File: src/rtl/iwdg_seq_ctrl.sv
// Bus-master sequencer that unlocks, configures, starts and refreshes an IWDG over a cyc/stb/ack port.
// Optional build macro IWDG_AUTO_REFRESH_EN adds a free-running refresh timer active in RUN.
module iwdg_seq_ctrl #(
  parameter logic [31:0] BASE_ADR       = 32'h0100_0000,
  parameter int          ACK_TIMEOUT    = 16,
  parameter int          POLL_MAX       = 64,
  parameter int          REFRESH_PERIOD = 1000
) (
  input  logic        clk,
  input  logic        rst,
  input  logic        start,
  input  logic [2:0]  cfg_pr,
  input  logic [11:0] cfg_rlr,
  input  logic        kick,
  output logic        busy,
  output logic        running,
  output logic        err,
  output logic [15:0] refresh_cnt,
  output logic [31:0] adr_m2s,
  output logic [15:0] dat_m2s,
  output logic        cyc_m2s,
  output logic        stb_m2s,
  output logic        we_m2s,
  input  logic [15:0] dat_s2m,
  input  logic        ack_s2m
);

  typedef enum logic [3:0] {
    S_IDLE, S_UNLOCK, S_WR_RLR, S_WR_PR, S_POLL,
    S_RELOAD, S_STARTK, S_RUN, S_REFRESH, S_ERR
  } state_t;

  state_t      state_q, state_d;
  logic        cyc_q, cyc_d, we_q, we_d, err_q, err_d, pend_q, pend_d;
  logic [31:0] adr_q, adr_d;
  logic [15:0] dat_q, dat_d, cnt_q, cnt_d, tmo_q, tmo_d, poll_q, poll_d;
  logic [2:0]  pr_q, pr_d;
  logic [11:0] rlr_q, rlr_d;

  logic        start_ok, bus_st, refresh_ack, tmr_req;
  logic [31:0] t_adr;
  logic [15:0] t_dat;
  logic        t_we;
  state_t      t_next;

  always_comb begin
    t_adr  = adr_q;
    t_dat  = dat_q;
    t_we   = 1'b0;
    t_next = state_q;
    case (state_q)
      S_UNLOCK:  begin t_adr = BASE_ADR;          t_dat = 16'h5555;        t_we = 1'b1; t_next = S_WR_RLR; end
      S_WR_RLR:  begin t_adr = BASE_ADR + 32'h8;  t_dat = {4'h0, rlr_q};   t_we = 1'b1; t_next = S_WR_PR;  end
      S_WR_PR:   begin t_adr = BASE_ADR + 32'h4;  t_dat = {13'h0, pr_q};   t_we = 1'b1; t_next = S_POLL;   end
      S_POLL:    begin t_adr = BASE_ADR + 32'hC;                                        t_next = S_RELOAD; end
      S_RELOAD:  begin t_adr = BASE_ADR;          t_dat = 16'hAAAA;        t_we = 1'b1; t_next = S_STARTK; end
      S_STARTK:  begin t_adr = BASE_ADR;          t_dat = 16'hCCCC;        t_we = 1'b1; t_next = S_RUN;    end
      S_REFRESH: begin t_adr = BASE_ADR;          t_dat = 16'hAAAA;        t_we = 1'b1; t_next = S_RUN;    end
      default:   ;
    endcase
  end

  always_comb begin
    state_d     = state_q;
    cyc_d       = cyc_q;
    adr_d       = adr_q;
    dat_d       = dat_q;
    we_d        = we_q;
    err_d       = err_q;
    pend_d      = pend_q;
    cnt_d       = cnt_q;
    tmo_d       = tmo_q;
    poll_d      = poll_q;
    pr_d        = pr_q;
    rlr_d       = rlr_q;
    refresh_ack = 1'b0;
    start_ok    = start && (state_q == S_IDLE || state_q == S_RUN || state_q == S_ERR);
    bus_st      = !(state_q == S_IDLE || state_q == S_RUN || state_q == S_ERR);

    if (start_ok) begin
      state_d = S_UNLOCK;
      pr_d    = cfg_pr;
      rlr_d   = cfg_rlr;
      err_d   = 1'b0;
      cnt_d   = 16'h0;
      pend_d  = 1'b0;
      poll_d  = 16'h0;
    end else if (state_q == S_RUN) begin
      if (kick || pend_q || tmr_req) begin
        state_d = S_REFRESH;
        pend_d  = 1'b0;
      end
    end else if (bus_st) begin
      if (state_q == S_REFRESH && kick) pend_d = 1'b1;
      if (!cyc_q) begin
        // Entering a transaction state always leaves cyc low for one cycle first.
        cyc_d = 1'b1;
        adr_d = t_adr;
        dat_d = t_dat;
        we_d  = t_we;
        tmo_d = 16'h0;
      end else if (ack_s2m) begin
        cyc_d = 1'b0;
        if (state_q == S_POLL && dat_s2m[1:0] != 2'b00) begin
          if (poll_q == 16'(POLL_MAX - 1)) begin
            state_d = S_ERR;
            err_d   = 1'b1;
          end else begin
            poll_d = poll_q + 16'h1;
          end
        end else begin
          state_d = t_next;
        end
        if (state_q == S_RELOAD || state_q == S_REFRESH) begin
          cnt_d       = cnt_q + 16'h1;
          refresh_ack = 1'b1;
        end
      end else if (tmo_q == 16'(ACK_TIMEOUT - 1)) begin
        cyc_d   = 1'b0;
        err_d   = 1'b1;
        state_d = S_ERR;
      end else begin
        tmo_d = tmo_q + 16'h1;
      end
    end
  end

`ifdef IWDG_AUTO_REFRESH_EN
  logic [31:0] tmr_q, tmr_d;

  // Timer saturates at the request point until the refresh it causes is acknowledged.
  always_comb begin
    tmr_d = tmr_q;
    if (start_ok || refresh_ack)
      tmr_d = 32'h0;
    else if (state_q == S_RUN && tmr_q != 32'(REFRESH_PERIOD - 1))
      tmr_d = tmr_q + 32'h1;
  end

  always_ff @(posedge clk or negedge rst) begin
    if (!rst) tmr_q <= 32'h0;
    else      tmr_q <= tmr_d;
  end

  assign tmr_req = (state_q == S_RUN) && (tmr_q == 32'(REFRESH_PERIOD - 1));
`else
  assign tmr_req = 1'b0;
`endif

  always_ff @(posedge clk or negedge rst) begin
    if (!rst) begin
      state_q <= S_IDLE;
      cyc_q   <= 1'b0;
      adr_q   <= 32'h0;
      dat_q   <= 16'h0;
      we_q    <= 1'b0;
      err_q   <= 1'b0;
      pend_q  <= 1'b0;
      cnt_q   <= 16'h0;
      tmo_q   <= 16'h0;
      poll_q  <= 16'h0;
      pr_q    <= 3'h0;
      rlr_q   <= 12'h0;
    end else begin
      state_q <= state_d;
      cyc_q   <= cyc_d;
      adr_q   <= adr_d;
      dat_q   <= dat_d;
      we_q    <= we_d;
      err_q   <= err_d;
      pend_q  <= pend_d;
      cnt_q   <= cnt_d;
      tmo_q   <= tmo_d;
      poll_q  <= poll_d;
      pr_q    <= pr_d;
      rlr_q   <= rlr_d;
    end
  end

  assign busy        = bus_st;
  assign running     = (state_q == S_RUN);
  assign err         = err_q;
  assign refresh_cnt = cnt_q;
  assign adr_m2s     = adr_q;
  assign dat_m2s     = dat_q;
  assign cyc_m2s     = cyc_q;
  assign stb_m2s     = cyc_q;
  assign we_m2s      = we_q;

endmodule
File: config.mk
export PLATFORM = sky130hd
export DESIGN_NAME = iwdg_seq_ctrl
export DESIGN_NICKNAME = d
export VERILOG_FILES = /design/src/rtl/iwdg_seq_ctrl.sv
export SDC_FILE = /design/constraint.sdc
export NUM_CORES = 1
export LEC_CHECK = 0
export CAP_MARGIN = 0
export CORE_MARGIN = 3
export CORE_UTILIZATION = 51
export DETAILED_ROUTE_END_ITERATION = 7
export PLACE_DENSITY = 0.86
export SLEW_MARGIN = 20
export SYNTH_ARGS = -nofsm -noshare
export SYNTH_HDL_FRONTEND = slang
export SYNTH_SLANG_ARGS = --single-unit
File: constraint.sdc
create_clock -name clk -period 2.8 [get_ports clk]
set_clock_uncertainty 0.05 [all_clocks]
set_input_delay 0.7 -clock clk [delete_from_list [all_inputs] [get_ports clk]]
set_output_delay 0.7 -clock clk [all_outputs]
set_load 0.1 [all_outputs]
==> results.toml <==
[run_status]
status = "finished, final reports clean"

[logic_synthesis]
syn_area_per_cell_um2 = 8.86
syn_area_mm2 = 0.00494
yosysUniqueCellTypes = 64
synth_ff_type = "dfrtp_1"
synth_edf_count = 0
netlist_instances = 558
seq_area_frac_synth_pct = 45.5
synth-async-reset-ratio_pct = 100
ys_seq_elements = 90
synth_warnings = 0

[timing]
finalSetupViolations = 0
fin_crit_sh_pct = 95.8
rsz0062_at_grt = "false"
worstMarginPinSlew_ns = 0.937
finalMaxSlewViolations = 0
hold_violations = 0
min_period_ns = 2.68
max_freq_ghz = 0.373
relSlewSlack_pct = 37.1

[setup_path]
cp-start-kind = "register"
crit_fanout = 11
crit_required_ns = 2.05
critPathArrivalTime_ns = 1.93
worstSetupEndpointType = "output pin"
crit_type = "register to output pin"

[placement]
gp_routability_congestion = 0.930
portBuffers = 62
dp_hpwl_um = 8200

[final_layout]
drive_gt1_share_pct = 16.5
antennaDiodeCount = 0
final_core_util_pct = 63.6
num-fill-cells = 743
syn2layout_area_growth_pct = 20.0
fin_nets = 672

[die]
die_x_um = 104
start_util_pct = 53.0
core-area_mm2 = 0.00933
io-pin-count = 106
rows = 35
die_h_um = 104
die_area_mm2 = 0.0109

[hold_path]
hold_path_class = "primary input to asynchronous set/reset pin"

[global_routing]
grtUsageMet1_pct = 28.5
grt_pass1_wl_um = 19900
overflow = 0
met3_usage_pct = 4.03
grt_pass1_vias = 4292
antenna_found_initial = 0
grt_usage_pct = 21.8
use_met2_pct = 36.5
grt_busiest_layer = "met2"
grt_max_degree = 48

[clock_network]
clockBufferDepth = 2
postCtsSetupBuffers = 0
root_buffer = "clkbuf_8"
insertion_delay_ns = 0.36
clkSinkCount = 90
cts_max_level = 3
cts_resized = 0
hold_buffers = 0
numCtsBuffers = 9
cts_tree = "yes"
path_clk_slew_ns = 0.10

[power]
power_density_mw_per_mm2 = 1110
ir_drop_v = 0.000721
p_leak_nw = 2.75
power_mw = 6.56

[drt]
ant_nets = 0
post_drt_wl_per_cell_um = 15.1
wl_um = 11600
drtIter0Drc = 242
drcViolationCount = 0
viasPerCell = 5.68
vias = 4359
firstDrtPassIters = 5

[flow_run]
maxCapViolCount = 0
## cell usage in the layout, fill, tap and decap left out, types with 7 or more instances in the layout
cell and count:
inv_1 7, buf_4 67, nand2_1 100, dfrtp_1 90
nand3_1 23, buf_12 7, and3_1 14, nor3_1 13
clkdlybuf4s50_1 20, a21oi_1 34, o31ai_1 17, xor2_1 11
or4_1 10, o21ai_0 18, xnor2_1 14, nor2_1 53
clkbuf_8 10, conb_1 29
## state kept, by name, indices dropped and copies added (netlist names), 3 cells and up
name	flops
state_q	4
pr_q	3
tmo_q	16
poll_q	16
refresh_cnt	16
rlr_q	12
adr_m2s	3
dat_m2s	16
## worst max-delay path: stages (launching register included)
cell and delay [ns]:
dfrtp_1 0.52, or3_4 0.44, a21o_1 0.25, nand2_1 0.09, inv_1 0.10, buf_12 0.18
## kinds of logic after synthesis
group	count (synthesis)	share of synthesized area [%]
other	1	0.0758
buffers and inverters	66	7.49
XOR/XNOR	25	4.43
flip-flops	90	45.5
AND/OR/NAND/NOR	255	24.9
adder cells (fa/ha/maj)	3	0.759
AO/OA/AOI/OAI	111	15.4
multiplexers	7	1.47
## stage by stage
stage               instance area [µm²]  cells  worst slack [ns]  hold slack, ns   TNS, ns
floorplan                          5050    586             0.316           0.354         0
global placement                   5730    751            0.0633           0.405         0
detailed placement                 5730    751          -0.00203           0.411  -0.00203
CTS                                5930    767             0.109           0.140         0
global route                       5930    767            0.0157           0.150         0
finish                             5930    767             0.118           0.153         0
## per-layer routing
metal	wire length (µm)	share of wire, %	vias to the layer above
li1	-	-	2051
met1	4940	43	2108
met2	5730	50	181
met3	686	5.9	19
met4	202	1.7	0
met5	0	0	-
## final timing paths
| path | from | end | slack (ns) | depth (start not counted) |
|---|---|---|---|---|
| max | state_q[0] | busy | 0.12 | 5 |
| min | rst | refresh_cnt[15] | 0.15 | 1 |
| max reg2reg | state_q[0] | refresh_cnt[8] | 0.33 | 7 |
| min reg2reg | pr_q[1] | pr_q[1] | 0.43 | 2 |
| max in group asynchronous | rst | tmo_q[7] | 1.92 | 2 |
| min in group clk | pr_q[1] | pr_q[1] | 0.43 | 2 |
## power breakdown
group	total, mW	switching [mW]	internal (mW)
Combinational	3.73	2.67	1.06
Clock	0.945	0.491	0.454
Sequential	1.89	0.278	1.61
## area by class of cell
cell class | instances | area (µm²) | share of cell area, %
Inverter | 8 | 30.0 | 0.506
Clock buffer | 11 | 141 | 2.38
Multi-Input combinational cell | 430 | 2440 | 41.1
Clock inverter | 5 | 67.6 | 1.14
Tap cell | 129 | 161 | 2.72
Sequential cell | 90 | 2250 | 38.0
Timing Repair Buffer | 94 | 843 | 14.2
## synth_stat cells, types with 4 or more instances
cell	count	area share (%)
a21o_1	5	0.76
a21oi_1	34	3.4
a221o_1	4	0.81
a31oi_1	4	0.51
and2_1	5	0.63
and3_1	14	1.8
buf_2	7	0.71
buf_4	30	4.6
clkbuf_1	17	1.3
dfrtp_1	90	46
inv_1	7	0.53
mux2i_1	5	1.0
nand2_1	100	7.6
nand3_1	23	2.3
nand4_1	4	0.51
nor2_1	53	4.0
nor2b_1	5	0.63
nor3_1	13	1.3
nor4_1	6	0.76
o21ai_0	19	1.9
o31ai_1	17	2.6
or3_1	6	0.76
or4_1	10	1.5
xnor2_1	14	2.5
xor2_1	11	1.9
Power figures use the tool's default switching activity.
